File: src/rtl/alu_pkg.sv
// alu_pkg: shared definitions for the registered RISC-V datapath ALU.
//   Holds the ALUControl opcode encodings used by alu_core and by
//   any decoder that drives the ALU.
package alu_pkg;

    localparam logic [2:0] OP_ADD = 3'b000;
    localparam logic [2:0] OP_SUB = 3'b001;
    localparam logic [2:0] OP_AND = 3'b010;
    localparam logic [2:0] OP_OR  = 3'b011;
    localparam logic [2:0] OP_SLT = 3'b100;
    localparam logic [2:0] OP_BEQ = 3'b101;

endpackage

File: src/rtl/alu_core.sv
// alu_core: purely combinational result and zero-flag computation.
// Ports:
//   a, b         in   WIDTH    operands
//   alu_control  in   3        operation select (see alu_pkg)
//   result       out  WIDTH+1  computed result
//   zero         out  1        result is all zeros (forced 0 for illegal ops)
module alu_core
    import alu_pkg::*;
#(
    parameter int unsigned WIDTH = 2
) (
    input  logic [WIDTH-1:0] a,
    input  logic [WIDTH-1:0] b,
    input  logic [2:0]       alu_control,
    output logic [WIDTH:0]   result,
    output logic             zero
);

    logic [WIDTH:0] a_ext;
    logic [WIDTH:0] b_ext;
    logic           legal;

    always_comb begin
        a_ext  = {1'b0, a};
        b_ext  = {1'b0, b};
        result = '0;
        legal  = 1'b1;
        case (alu_control)
            OP_ADD:         result = a_ext + b_ext;
            // Borrow lands in the MSB because the difference wraps mod 2^(WIDTH+1).
            OP_SUB, OP_BEQ: result = a_ext - b_ext;
            OP_AND:         result = a_ext & b_ext;
            OP_OR:          result = a_ext | b_ext;
            OP_SLT:         result = {{WIDTH{1'b0}}, ($signed(a) < $signed(b))};
            default: begin
                result = '0;
                legal  = 1'b0;
            end
        endcase
        zero = legal && (result == '0);
    end

endmodule

File: src/rtl/alu.sv
// alu: registered integer ALU for the single-cycle RISC-V datapath.
//   One-cycle latency; a new operation may be accepted every cycle.
// Ports:
//   clk         in   1        system clock, rising edge
//   rst         in   1        synchronous active-high reset
//   in_valid    in   1        A, B, ALUControl valid this cycle
//   A, B        in   WIDTH    operands
//   ALUControl  in   3        operation select
//   out_valid   out  1        ALUResult/zero hold a new result
//   ALUResult   out  WIDTH+1  registered result
//   zero        out  1        registered zero flag
module alu
    import alu_pkg::*;
#(
    parameter int unsigned WIDTH = 2
) (
    input  logic             clk,
    input  logic             rst,
    input  logic             in_valid,
    input  logic [WIDTH-1:0] A,
    input  logic [WIDTH-1:0] B,
    input  logic [2:0]       ALUControl,
    output logic             out_valid,
    output logic [WIDTH:0]   ALUResult,
    output logic             zero
);

    logic [WIDTH:0] core_result;
    logic           core_zero;

    logic           out_valid_q, out_valid_d;
    logic [WIDTH:0] result_q,    result_d;
    logic           zero_q,      zero_d;

    alu_core #(
        .WIDTH(WIDTH)
    ) u_core (
        .a           (A),
        .b           (B),
        .alu_control (ALUControl),
        .result      (core_result),
        .zero        (core_zero)
    );

    // Core outputs are only selected when in_valid is high, so X operands
    // on idle cycles never reach the registers.
    always_comb begin
        out_valid_d = in_valid;
        result_d    = result_q;
        zero_d      = zero_q;
        if (in_valid) begin
            result_d = core_result;
            zero_d   = core_zero;
        end
    end

    always_ff @(posedge clk) begin
        if (rst) begin
            out_valid_q <= 1'b0;
            result_q    <= '0;
            zero_q      <= 1'b0;
        end else begin
            out_valid_q <= out_valid_d;
            result_q    <= result_d;
            zero_q      <= zero_d;
        end
    end

    assign out_valid = out_valid_q;
    assign ALUResult = result_q;
    assign zero      = zero_q;

endmodule

File: config.mk
export PLATFORM = sky130hd
export DESIGN_NAME = alu
export DESIGN_NICKNAME = d
export VERILOG_FILES = /design/src/rtl/alu_pkg.sv /design/src/rtl/alu_core.sv /design/src/rtl/alu.sv
export SDC_FILE = /design/constraint.sdc
export NUM_CORES = 1
export LEC_CHECK = 0
export CORE_AREA = 2 2 39 41
export CTS_BUF_LIST = sky130_fd_sc_hd__clkbuf_4 sky130_fd_sc_hd__clkbuf_8
export CTS_CLUSTER_SIZE = 10
export DETAILED_ROUTE_END_ITERATION = 10
export DIE_AREA = 0 0 41 43
export PLACE_DENSITY = 0.65
export SETUP_SLACK_MARGIN = 0.15
export SYNTH_ARGS = -nofsm -noshare
export SYNTH_HDL_FRONTEND = slang
export SYNTH_SLANG_ARGS = --single-unit
export TNS_END_PERCENT = 10
File: constraint.sdc
create_clock -name clk -period 3.3 [get_ports clk]
set_clock_uncertainty 0.1 [all_clocks]
set_input_delay 0.495 -clock clk [delete_from_list [all_inputs] [get_ports clk]]
set_output_delay 0.495 -clock clk [all_outputs]
set_load 0.005 [all_outputs]
==> flow_metrics.env <==
export IMPL_worstMarginPinSlew_ps=344.7
export IMPL_clockRootBuffer="clkbuf_4"
export IMPL_rr_worst_depth=1
export IMPL_cts_tree="built"
export IMPL_hold_depth=2
export IMPL_grt_usage_pct=11.79
export IMPL_path_class="input port to register"
export IMPL_portBuffers=14
export IMPL_yosysWarnings=0
export IMPL_synth_nets=65
export IMPL_synth_edf_count=0
export IMPL_cts_sinks=5
export IMPL_rows=14
export IMPL_clk_latency_ps=230
export IMPL_synth_ff_type="dfxtp_1"
export IMPL_via_count=376
export IMPL_maxSlewViolCount=0
export IMPL_clk_pin_slew_worst_paths_ps=40
export IMPL_cts_buffers=3
export IMPL_holdWs_ps=369.9
export IMPL_die_area_um2=1763
export IMPL_setup_tns_ps=0
export IMPL_critical_path_required_ps=3370
export IMPL_synth_area_per_cell_um2=9.238
export IMPL_final_cells=81
export IMPL_critPathMaxFanout=2
export IMPL_antenna_left=0
export IMPL_htree_num_levels=1
export IMPL_cts_setup_buffers=0
export IMPL_hold_path_class="register to register"
export IMPL_area_growth_pct=43.80
export IMPL_synthCells=47
export IMPL_floorplan_io_pins=15
export IMPL_vdd_drop_max_mv=0.08914
export IMPL_synthTopCellsByArea="dfxtp_1 23%, ha_1 14%, fa_1 14%"
export IMPL_ctsHoldBuffers=0
export IMPL_reg2reg_from="ALUResult[0]"
export IMPL_setup_violations_final=0
export IMPL_ys_ff_latch=5
export IMPL_maxSlewHeadroom_pct=76.73
export IMPL_wl_met1_um=342
export IMPL_drtPass1Iterations=2
export IMPL_netlist_area_um2=434.2
export IMPL_grt_pass1_vias=348
export IMPL_critPathArrivalTime_ps=2370
export IMPL_nets=84
export IMPL_synth_top_area_cell="dfxtp_1"
export IMPL_dp_final_hpwl_um=672.3
export IMPL_drive_gt1_share_pct=7.692
export IMPL_clk_path_buf_depth=2
export IMPL_critical_path_startpoint="A[0]"
export IMPL_min_from="ALUResult[2]"
export IMPL_status="finished, final reports clean"
export IMPL_cts_resized=0
export IMPL_chipHeight_um=43
export IMPL_synth_top_area_share_pct=23.05
export IMPL_vias_per_cell=4.642
export IMPL_fill_cells=149
export IMPL_dieWidth_um=41
export IMPL_period_minus_slack_ps=2304
export IMPL_r2r_end="ALUResult[0]"
export IMPL_fmax_ghz=0.4340
export IMPL_ff_latch_area_um2=100.1
export IMPL_routed_wl_um=795
export IMPL_regToRegSetupSlack_ps=2600
export IMPL_drv_cap=0
export IMPL_holdPathEnd="ALUResult[2]"
export IMPL_gp_congestion=0.7127
export IMPL_grt_overflow=0
export IMPL_met2_length_um=393
export IMPL_period_share_pct=69.83
export IMPL_met3_length_um=59
export IMPL_synth_cell_types=24
export IMPL_grt_first_pass_wirelength_um=1366
export IMPL_wl_per_cell_um=9.815
export IMPL_powerDensity_nw_per_um2=306.8
export IMPL_drc_errors=0
export IMPL_grt_antenna_before_repair=0
export IMPL_core_um2=1384
export IMPL_drtIter0Drc=2
export IMPL_cp_end_kind="register"
export IMPL_leakagePower_nw=0.2678
export IMPL_ys_seq_area_share_pct=23.05
export IMPL_grt_setup_unrepaired="false"
export IMPL_startpoint_type="input port"
export IMPL_async_flop_share_pct=0
export IMPL_highest_layer="met3"
export IMPL_multi_input_area_um2=311.5
export IMPL_hold_viol=0
export IMPL_dp_cells=77
export IMPL_grt_max_degree=10
export IMPL_insertedDiodeCount=0
export IMPL_initial_utilization_pct=31.37
## Yosys cell counts (2+ instances only)
cell,count
a21oi_1,4
dfxtp_1,5
fa_1,3
ha_1,5
inv_1,6
nand2b_1,4
nor2_1,2
nor2b_1,2
## cell usage in the layout (no fill, tap or decap), types with 2 or more instances in the layout
cell,n
clkdlybuf4s50_1,14
inv_1,6
dfxtp_1,5
ha_1,5
nand2b_1,4
a21oi_1,4
clkbuf_4,4
fa_1,3
nor2_1,2
nor2b_1,2
## power by group
| group | internal [mW] | switching [mW] |
|---|---|---|
| Sequential | 0.0642 | 0.00136 |
| Clock | 0.0537 | 0.0225 |
| Combinational | 0.0284 | 0.0214 |
## critical path: stages
cell,delay (ps)
clkdlybuf4s50_1,420
inv_1,90
ha_1,190
inv_1,60
fa_1,360
nor2b_1,110
a21oi_1,60
or3b_2,450
a21oi_1,130
## registers in the layout (all words and copies together), names as in the netlist
signal / flops
ALUResult: 3
zero: 1
out_valid: 1
## worst max path at each step
stage,end,slack [ps],cells after the start
finish,ALUResult[2],1000,9
CTS,ALUResult[2],990,9
global route,ALUResult[2],880,9
floorplan,ALUResult[2],1320,8
detailed placement,ALUResult[2],740,8
global placement,ALUResult[2],770,9
## layout make-up
cell class	count	share of cell area [%]
Clock buffer	4	4.810
Multi-Input combinational cell	36	49.90
Tap cell	16	3.206
Sequential cell	5	16.03
Timing Repair Buffer	14	22.44
Inverter	6	3.607
## cells by family (layout without fill, tap and decap cells)
group           after synthesis  in the layout  share of synthesized area, %
fa+ha+maj                     8              8                         28.24
mux                           1              1                         2.306
compound gates               11             11                         17.58
buf+inv                       6             24                         5.187
simple gates                 16             16                         23.63
flops                         5              5                         23.06
## stage by stage
stage               power [mW]  setup slack, ps  instance area, um2  util, %
floorplan              0.08908             1324               434.2        -
global placement        0.1165            771.3               594.3    42.95
detailed placement      0.1171            743.6               594.3    42.95
CTS                     0.1966            986.4               624.3    45.12
global route            0.2105            878.7               624.3    45.12
finish                  0.1915            995.7               624.3    45.12
## metal layers
metal / GRT usage, % / vias to the layer above
met5: 0 / -
met4: 8.000 / 0
met3: 3.141 / 0
met2: 17.81 / 13
met1: 13.68 / 163
li1: - / 200
(Power assumes the default switching activity.)
